==> src/rtl/mul_div_unit_pkg.sv <==
// Shared definitions for the HI/LO multiply-divide unit: operation codes,
// FSM state encoding, operation classification helpers and the mapping
// from the instruction decoder's alucontrol field onto unit operations.
package mul_div_unit_pkg;

  localparam int MDU_OP_W = 3;

  typedef enum logic [MDU_OP_W-1:0] {
    OP_MULT  = 3'd0,
    OP_MULTU = 3'd1,
    OP_DIV   = 3'd2,
    OP_DIVU  = 3'd3,
    OP_MTHI  = 3'd4,
    OP_MTLO  = 3'd5
  } mdu_op_e;

  typedef enum logic [1:0] {
    ST_IDLE = 2'd0,
    ST_CALC = 2'd1,
    ST_FIX  = 2'd2
  } mdu_state_e;

  // Decoder alucontrol codes that target the multiply-divide unit.
  localparam logic [3:0] ALUC_MULT  = 4'b1000;
  localparam logic [3:0] ALUC_MULTU = 4'b1001;
  localparam logic [3:0] ALUC_DIV   = 4'b1010;
  localparam logic [3:0] ALUC_DIVU  = 4'b1011;
  localparam logic [3:0] ALUC_MTHI  = 4'b1100;
  localparam logic [3:0] ALUC_MTLO  = 4'b1101;

  typedef struct packed {
    logic    valid;  // alucontrol addresses the unit
    mdu_op_e op;
  } mdu_req_t;

  // Translate a decoder alucontrol code into a unit request.
  function automatic mdu_req_t aluc_to_mdu(input logic [3:0] aluc);
    mdu_req_t req;
    req.valid = 1'b1;
    req.op    = OP_MULT;
    case (aluc)
      ALUC_MULT:  req.op = OP_MULT;
      ALUC_MULTU: req.op = OP_MULTU;
      ALUC_DIV:   req.op = OP_DIV;
      ALUC_DIVU:  req.op = OP_DIVU;
      ALUC_MTHI:  req.op = OP_MTHI;
      ALUC_MTLO:  req.op = OP_MTLO;
      default:    req.valid = 1'b0;
    endcase
    return req;
  endfunction

  // Multi-cycle arithmetic operations (codes 0..3).
  function automatic logic op_is_arith(input logic [MDU_OP_W-1:0] op);
    return (op == OP_MULT) || (op == OP_MULTU) || (op == OP_DIV) || (op == OP_DIVU);
  endfunction

  function automatic logic op_is_signed(input logic [MDU_OP_W-1:0] op);
    return (op == OP_MULT) || (op == OP_DIV);
  endfunction

  function automatic logic op_is_div(input logic [MDU_OP_W-1:0] op);
    return (op == OP_DIV) || (op == OP_DIVU);
  endfunction

endpackage

==> src/rtl/mul_div_unit_if.sv <==
// Request/result bundle between the pipeline and the multiply-divide unit.
// Handshake: a request is taken on a rising clock edge when start_i=1,
// ready_o=1 and cancel_i=0; start_i at any other time is dropped, never
// queued. done_o pulses for one cycle when an arithmetic result lands in
// HI/LO; busy_o (= ~ready_o) is the pipeline stall request.
interface mul_div_unit_if #(
  parameter int DATA_W = 32
);
  logic              start_i;
  logic [2:0]        op_i;
  logic [DATA_W-1:0] a_i;
  logic [DATA_W-1:0] b_i;
  logic              cancel_i;
  logic              ready_o;
  logic              busy_o;
  logic              done_o;
  logic [DATA_W-1:0] hi_o;
  logic [DATA_W-1:0] lo_o;

  modport master (
    output start_i, op_i, a_i, b_i, cancel_i,
    input  ready_o, busy_o, done_o, hi_o, lo_o
  );

  modport slave (
    input  start_i, op_i, a_i, b_i, cancel_i,
    output ready_o, busy_o, done_o, hi_o, lo_o
  );
endinterface

==> src/rtl/mul_div_unit_div_step.sv <==
// One iteration of unsigned restoring division. The partial remainder is
// shifted left taking the next dividend bit from the top of the quotient
// register; if the divisor fits it is subtracted and a 1 enters the
// quotient, otherwise the shifted remainder is kept and a 0 enters.
module mdu_div_step #(
  parameter int DATA_W = 32
) (
  input  logic [DATA_W-1:0] rem_i,
  input  logic [DATA_W-1:0] quo_i,
  input  logic [DATA_W-1:0] div_i,
  output logic [DATA_W-1:0] rem_o,
  output logic [DATA_W-1:0] quo_o
);
  logic [DATA_W:0] shifted;
  logic [DATA_W:0] diff;

  // Trial subtract; bit DATA_W of diff is the borrow (divisor did not fit).
  always_comb begin
    shifted = {rem_i, quo_i[DATA_W-1]};
    diff    = shifted - {1'b0, div_i};
    rem_o   = diff[DATA_W-1:0];
    quo_o   = {quo_i[DATA_W-2:0], 1'b1};
    if (diff[DATA_W]) begin
      rem_o = shifted[DATA_W-1:0];
      quo_o = {quo_i[DATA_W-2:0], 1'b0};
    end
  end
endmodule

==> src/rtl/mul_div_unit.sv <==
// Iterative HI/LO multiply-divide unit. Arithmetic runs on operand
// magnitudes for DATA_W cycles (shift-add multiply, restoring divide),
// then a FIX cycle applies the result signs and writes HI/LO. MTHI/MTLO
// write HI/LO directly on the accepting edge without leaving IDLE.
// DATA_W must be even and within 8..64.
module mul_div_unit
  import mul_div_unit_pkg::*;
#(
  parameter int DATA_W = 32
) (
  input  logic          clk,
  input  logic          resetn,
  mul_div_unit_if.slave mdu,
  output mdu_state_e    state_dbg
);
  localparam int               CNT_W    = $clog2(DATA_W) + 1;
  localparam logic [CNT_W-1:0] CNT_LAST = CNT_W'(DATA_W - 1);
  localparam logic [CNT_W-1:0] CNT_ONE  = CNT_W'(1);

  mdu_state_e          state_q, state_d;
  logic [CNT_W-1:0]    cnt_q;

  // Working registers: acc_q is the upper product half / partial
  // remainder, shr_q the multiplier-then-low-product / dividend-then-
  // quotient, opnd_q the multiplicand / divisor magnitude.
  logic [DATA_W-1:0]   acc_q;
  logic [DATA_W-1:0]   shr_q;
  logic [DATA_W-1:0]   opnd_q;
  logic                is_div_q;
  logic                neg_res_q;
  logic                neg_rem_q;
  logic                divz_q;

  logic [DATA_W-1:0]   hi_q;
  logic [DATA_W-1:0]   lo_q;
  logic                done_q;

  logic                accept;
  logic                accept_calc;
  logic                op_signed;
  logic                a_neg;
  logic                b_neg;
  logic [DATA_W-1:0]   a_mag;
  logic [DATA_W-1:0]   b_mag;

  logic [DATA_W:0]     mul_sum;
  logic [DATA_W-1:0]   div_rem;
  logic [DATA_W-1:0]   div_quo;

  logic [2*DATA_W-1:0] prod;
  logic [2*DATA_W-1:0] prod_fix;
  logic [DATA_W-1:0]   quo_fix;
  logic [DATA_W-1:0]   rem_fix;

  // Request acceptance and operand magnitude extraction.
  always_comb begin
    accept      = mdu.start_i && (state_q == ST_IDLE) && !mdu.cancel_i;
    accept_calc = accept && op_is_arith(mdu.op_i);
    op_signed   = op_is_signed(mdu.op_i);
    a_neg       = op_signed && mdu.a_i[DATA_W-1];
    b_neg       = op_signed && mdu.b_i[DATA_W-1];
    a_mag       = a_neg ? -mdu.a_i : mdu.a_i;
    b_mag       = b_neg ? -mdu.b_i : mdu.b_i;
  end

  // Multiply iteration: conditionally add the multiplicand into the upper
  // half, then shift the whole product right one place.
  always_comb begin
    mul_sum = {1'b0, acc_q};
    if (shr_q[0]) begin
      mul_sum = {1'b0, acc_q} + {1'b0, opnd_q};
    end
  end

  mdu_div_step #(
    .DATA_W (DATA_W)
  ) u_div_step (
    .rem_i (acc_q),
    .quo_i (shr_q),
    .div_i (opnd_q),
    .rem_o (div_rem),
    .quo_o (div_quo)
  );

  // Sign correction applied in FIX; a zero divisor forces an all-ones
  // quotient while the remainder path naturally returns the dividend.
  always_comb begin
    prod     = {acc_q, shr_q};
    prod_fix = neg_res_q ? -prod : prod;
    quo_fix  = neg_res_q ? -shr_q : shr_q;
    rem_fix  = neg_rem_q ? -acc_q : acc_q;
    if (divz_q) begin
      quo_fix = '1;
    end
  end

  // FSM state register.
  always_ff @(posedge clk or negedge resetn) begin
    if (!resetn) begin
      state_q <= ST_IDLE;
    end else begin
      state_q <= state_d;
    end
  end

  // FSM next state: IDLE -> CALC on an arithmetic accept, CALC -> FIX after
  // the last iteration, FIX -> IDLE; cancel aborts CALC/FIX.
  always_comb begin
    state_d = state_q;
    unique case (state_q)
      ST_IDLE: begin
        if (accept_calc) begin
          state_d = ST_CALC;
        end
      end
      ST_CALC: begin
        if (mdu.cancel_i) begin
          state_d = ST_IDLE;
        end else if (cnt_q == CNT_LAST) begin
          state_d = ST_FIX;
        end
      end
      ST_FIX: begin
        state_d = ST_IDLE;
      end
      default: begin
        state_d = ST_IDLE;
      end
    endcase
  end

  // Operand latch on accept and one datapath iteration per CALC cycle.
  always_ff @(posedge clk or negedge resetn) begin
    if (!resetn) begin
      cnt_q     <= '0;
      acc_q     <= '0;
      shr_q     <= '0;
      opnd_q    <= '0;
      is_div_q  <= 1'b0;
      neg_res_q <= 1'b0;
      neg_rem_q <= 1'b0;
      divz_q    <= 1'b0;
    end else if (state_q == ST_IDLE) begin
      cnt_q <= '0;
      if (accept_calc) begin
        acc_q     <= '0;
        is_div_q  <= op_is_div(mdu.op_i);
        neg_res_q <= a_neg ^ b_neg;
        neg_rem_q <= a_neg;
        divz_q    <= (mdu.b_i == '0);
        if (op_is_div(mdu.op_i)) begin
          shr_q  <= a_mag;
          opnd_q <= b_mag;
        end else begin
          shr_q  <= b_mag;
          opnd_q <= a_mag;
        end
      end
    end else if (state_q == ST_CALC) begin
      if (mdu.cancel_i) begin
        cnt_q <= '0;
      end else begin
        cnt_q <= cnt_q + CNT_ONE;
        if (is_div_q) begin
          acc_q <= div_rem;
          shr_q <= div_quo;
        end else begin
          acc_q <= mul_sum[DATA_W:1];
          shr_q <= {mul_sum[0], shr_q[DATA_W-1:1]};
        end
      end
    end else begin
      cnt_q <= '0;
    end
  end

  // Architectural HI/LO: direct moves on accept, arithmetic results in FIX.
  always_ff @(posedge clk or negedge resetn) begin
    if (!resetn) begin
      hi_q   <= '0;
      lo_q   <= '0;
      done_q <= 1'b0;
    end else begin
      done_q <= 1'b0;
      if (accept && (mdu.op_i == OP_MTHI)) begin
        hi_q <= mdu.a_i;
      end
      if (accept && (mdu.op_i == OP_MTLO)) begin
        lo_q <= mdu.a_i;
      end
      if ((state_q == ST_FIX) && !mdu.cancel_i) begin
        done_q <= 1'b1;
        if (is_div_q) begin
          hi_q <= rem_fix;
          lo_q <= quo_fix;
        end else begin
          hi_q <= prod_fix[2*DATA_W-1:DATA_W];
          lo_q <= prod_fix[DATA_W-1:0];
        end
      end
    end
  end

  assign mdu.ready_o = (state_q == ST_IDLE);
  assign mdu.busy_o  = (state_q != ST_IDLE);
  assign mdu.done_o  = done_q;
  assign mdu.hi_o    = hi_q;
  assign mdu.lo_o    = lo_q;
  assign state_dbg   = state_q;

endmodule

==> src/flat_wrapper.sv <==
// flat-port wrapper written by rule: the top's interface ports become plain ports
module mul_div_unit_flat import mul_div_unit_pkg::*;
#(
  parameter int DATA_W = 32
)
  (clk, resetn, state_dbg, mdu_start_i, mdu_op_i, mdu_a_i, mdu_b_i, mdu_cancel_i, mdu_ready_o, mdu_busy_o, mdu_done_o, mdu_hi_o, mdu_lo_o);
  mul_div_unit_if #(.DATA_W(DATA_W)) mdu_i ();
  input  logic clk;
  input  logic resetn;
  output mdu_state_e state_dbg;
  input wire logic [$bits(mdu_i.start_i)-1:0] mdu_start_i;
  input wire logic [$bits(mdu_i.op_i)-1:0] mdu_op_i;
  input wire logic [$bits(mdu_i.a_i)-1:0] mdu_a_i;
  input wire logic [$bits(mdu_i.b_i)-1:0] mdu_b_i;
  input wire logic [$bits(mdu_i.cancel_i)-1:0] mdu_cancel_i;
  output wire logic [$bits(mdu_i.ready_o)-1:0] mdu_ready_o;
  output wire logic [$bits(mdu_i.busy_o)-1:0] mdu_busy_o;
  output wire logic [$bits(mdu_i.done_o)-1:0] mdu_done_o;
  output wire logic [$bits(mdu_i.hi_o)-1:0] mdu_hi_o;
  output wire logic [$bits(mdu_i.lo_o)-1:0] mdu_lo_o;
  assign mdu_i.start_i = mdu_start_i;
  assign mdu_i.op_i = mdu_op_i;
  assign mdu_i.a_i = mdu_a_i;
  assign mdu_i.b_i = mdu_b_i;
  assign mdu_i.cancel_i = mdu_cancel_i;
  assign mdu_ready_o = mdu_i.ready_o;
  assign mdu_busy_o = mdu_i.busy_o;
  assign mdu_done_o = mdu_i.done_o;
  assign mdu_hi_o = mdu_i.hi_o;
  assign mdu_lo_o = mdu_i.lo_o;
  mul_div_unit #(.DATA_W(DATA_W)) u_core (.clk(clk), .resetn(resetn), .mdu(mdu_i), .state_dbg(state_dbg));
endmodule
==> config.mk <==
export PLATFORM = sky130hd
export DESIGN_NAME = mul_div_unit_flat
export DESIGN_NICKNAME = d
export VERILOG_FILES = /design/src/rtl/mul_div_unit_pkg.sv /design/src/rtl/mul_div_unit_if.sv /design/src/rtl/mul_div_unit_div_step.sv /design/src/rtl/mul_div_unit.sv /design/src/flat_wrapper.sv
export SDC_FILE = /design/constraint.sdc
export NUM_CORES = 1
export LEC_CHECK = 0
export ABC_CLOCK_PERIOD_IN_PS = 8350
export CORE_MARGIN = 2
export CORE_UTILIZATION = 49
export CTS_CLUSTER_DIAMETER = 40
export DETAILED_ROUTE_END_ITERATION = 7
export HOLD_SLACK_MARGIN = 0.15
export MAX_ROUTING_LAYER = met4
export PLACE_DENSITY = 0.7
export SLEW_MARGIN = 20
export SYNTH_ARGS = -nofsm -noshare
export SYNTH_HDL_FRONTEND = slang
export SYNTH_SLANG_ARGS = --single-unit
export TNS_END_PERCENT = 10
==> constraint.sdc <==
create_clock -name clk -period 8.35 [get_ports clk]
set_input_delay 1.67 -clock clk [delete_from_list [all_inputs] [get_ports clk]]
set_output_delay 1.67 -clock clk [all_outputs]
set_load 0.005 [all_outputs]
==> results.py <==
metrics = {
    "worst_setup_path": {
        "crit_required_ns": 8.71,
        "worst-path-max-fanout": 6,
        "crit_arrival_ns": 5.66,
        "critPathCaptureType": "flip-flop",
        "crit_type": "input pin to flip-flop",
        "worstSetupStartpointType": "input pin",
    },
    "clocking": {
        "cts-htree-levels": 4,
        "numCtsBuffers": 17,
        "clk_latency_ns": 0.45,
        "clk_pin_slew_ns": 0.06,
        "cts_num_sinks": 173,
        "cts_buffer_depth": 2,
        "postCtsResizedCells": 0,
        "cts_root_buffer": "clkbuf_16",
        "ctsHoldBuffers": 0,
        "cts_tree": "yes",
        "cts_setup_buffers": 0,
    },
    "finish": {
        "syn2layout_area_growth_pct": 14.56,
        "layout-drive-gt1-share": 0.03980,
        "fill_cells": 2794,
        "instances_no_fill": 2382,
        "nNetsFinal": 2114,
        "design_area_um2": 17310,
    },
    "floorplanning": {
        "coreArea_um2": 30510,
        "die-area_um2": 32260,
        "die_x_um": 179.6,
        "ioPinCount": 140,
        "start_util": 0.4953,
        "die_height_um": 179.6,
        "rows": 64,
    },
    "power_and_ir_drop": {
        "power.total_w": 0.005069,
        "leakagePower_nw": 7.323,
        "ir_worst_vdd_v": 0.0001514,
        "powerDensity_nw_per_um2": 292.8,
    },
    "global_routing": {
        "grt_usage": 0.3371,
        "grt_pass1_vias": 14570,
        "grt-ovfl-total": 0,
        "grt_pass1_wl_mm": 84.08,
        "antenna_found_initial": 1,
        "grt_max_degree": 74,
    },
    "synthesis": {
        "synth_edf_count": 0,
        "synth.area.top_cells": "dfrtp_1, nand2_1, mux2i_1",
        "syn_area_um2": 15110,
        "syn-instance-count": 1909,
        "avgSynthCellArea_um2": 7.916,
        "seq_area_frac_synth": 0.2865,
        "ys_ff_latch": 173,
        "synth.net_count": 2051,
        "async_flop_share": 1.000,
        "yosys.area.top_type": "dfrtp_1",
        "yosysWarnings": 0,
        "ys.flop_type": "dfrtp_1",
        "yosysUniqueCellTypes": 73,
        "yosysTopAreaCellShare": 0.2865,
    },
    "route": {
        "drc": 0,
        "wl_per_cell_um": 22.40,
        "viasPerCell": 6.442,
        "drt-initial-drc-count": 1548,
        "met2_length_mm": 24.09,
        "num_vias": 15350,
        "drt_pass1_iterations": 7,
        "drt-met1-wl_mm": 23.23,
        "wl_met3_mm": 3.605,
        "routed.top_layer": "met4",
        "ant_nets": 0,
        "wirelength_mm": 53.35,
    },
    "sta": {
        "finalClockSkew_ns": 0.01496,
        "finalSetupTns_ns": 0,
        "rsz0062_at_grt": "no",
        "setup_violations": 0,
        "drv_slew": 0,
        "period_share": 0.6337,
        "fmax_mhz": 189.0,
        "worstMarginPinSlew_ns": 1.119,
        "min_period_ns": 5.291,
        "hold_viol": 0,
        "max_slew_margin": 0.2542,
    },
    "run": {
        "cap_viol_max_count": 0,
    },
    "placed_design": {
        "io_buffers": 139,
        "placed_cells": 2349,
        "dp_hpwl_mm": 39.38,
        "finalWeightedCongestion": 0.9752,
        "placed_area_um2": 16720,
    },
    "hold_path": {
        "hold_path.class": "flip-flop to flip-flop",
    },
    "outcome": {
        "status": "completed",
    },
}
final timing paths:
path,from,end,slack (ns),cells past startpoint
max in group asynchronous,resetn,u_core.is_div_q,5.87,2
worst min register to register,u_core.cnt_q[0],u_core.cnt_q[0],0.49,1
min in group asynchronous,resetn,u_core.mdu.lo_o[6],1.24,1
worst max register to register,u_core.shr_q[31],u_core.acc_q[16],3.56,14
worst min-delay path,u_core.cnt_q[0],u_core.cnt_q[0],0.49,1
worst max-delay path,mdu_a_i[7],u_core.opnd_q[31],3.06,11
state kept, by name, summed over array words and instances, names as in the netlist:
register	cells
u_core.is_div_q	1
u_core.mdu.lo_o	32
u_core.state_dbg	2
u_core.divz_q	1
u_core.acc_q	32
u_core.neg_rem_q	1
u_core.neg_res_q	1
u_core.cnt_q	6
u_core.mdu.done_o	1
u_core.opnd_q	32
u_core.mdu.hi_o	32
u_core.shr_q	32
cells in the final DEF (no fill, tap or decap), types with 14 or more instances in the layout:
cell,Yosys,final
a211oi_1,16,16
a21o_1,35,35
a21oi_1,171,170
a31oi_1,20,20
a32oi_1,30,30
buf_4,1,19
clkbuf_16,0,17
clkdlybuf4s50_1,0,138
dfrtp_1,173,172
ha_1,69,69
inv_1,71,71
mux2i_1,89,89
nand2_1,255,255
nand2b_1,18,17
nand3_1,29,29
nor2_1,134,134
nor2b_1,21,21
nor3_1,35,35
o211ai_1,19,19
o21ai_0,152,152
o221ai_1,31,31
o31ai_1,21,21
o41ai_1,14,14
or3_1,26,26
or4_1,15,15
xnor2_1,85,84
xor2_1,85,85
cell usage after synthesis, drive strengths merged, types with 7 or more instances:
cell and count:
nand3 29, mux2i 89, clkbuf 99, nor2b 21, buf 15, nor3 35
nor4 7, o21a 9, o22ai 7, mux2 7, nand2b 19, xor2 85
nor2 134, a21oi 171, inv 71, a211oi 16, nand4 10, o21ai 166
a22o 11, o21bai 12, dfrtp 173, or2 7, a21o 35, o41ai 14
a31oi 20, and3 11, o211ai 19, ha 69, or4 17, a32oi 30
o221ai 31, nand2 255, and2 10, o31ai 23, xnor2 85, or3 27
final cells by class:
| type | count | area, um2 | share of cell area |
|---|---|---|---|
| inverter | 71 | 266.5 | 0.01539 |
| clock inverter | 9 | 110.1 | 0.006360 |
| multi-input combinational | 1551 | 10090 | 0.5830 |
| tap | 396 | 495.5 | 0.02862 |
| timing repair buffer | 158 | 1535 | 0.08868 |
| sequential | 173 | 4330 | 0.2501 |
| clock buffer | 23 | 478.0 | 0.02761 |
| antenna | 1 | 2.502 | 0.0001446 |
critical path, cell delays in order:
cell             delay [ns]
clkdlybuf4s50_1        0.53
or4_1                  0.61
nor4_1                 0.48
or3b_2                 0.53
nor4_2                 0.41
nor3b_1                0.73
nor3b_1                0.28
o31ai_1                0.11
nor2_1                 0.11
a311oi_1               0.05
a21oi_1                0.14
metrics by stage:
stage / utilization / hold slack (ns) / setup WS, ns
6_report: 0.5674 / 0.4926 / 3.059
5_1_grt: 0.5674 / 0.5198 / 2.836
4_1_cts: 0.5673 / 0.4947 / 3.169
3_5_place_dp: 0.5481 / 0.4856 / 2.730
3_3_place_gp: 0.5481 / 0.4772 / 2.818
2_1_floorplan: - / 0.4549 / 3.983
logic make-up after synthesis:
group	after synthesis	share of synthesized area
XOR/XNOR	170	0.09853
buffers and inverters	185	0.04736
adder cells (fa/ha/maj)	71	0.05978
AO/OA/AOI/OAI	611	0.2572
AND/OR/NAND/NOR	603	0.1865
flip-flops	173	0.2865
multiplexers	96	0.06417
power breakdown:
group	internal (W)	switching (W)
Combinational	0.00121	0.00163
Sequential	0.00104	0.000369
Clock	0.000466	0.000357
per-layer routing:
layer	up-vias	track usage
met3	144	0.04619
met2	775	0.5125
li1	7050	-
met4	0	0.1476
met1	7377	0.4496
met5	-	-
(Power assumes the default switching activity.)
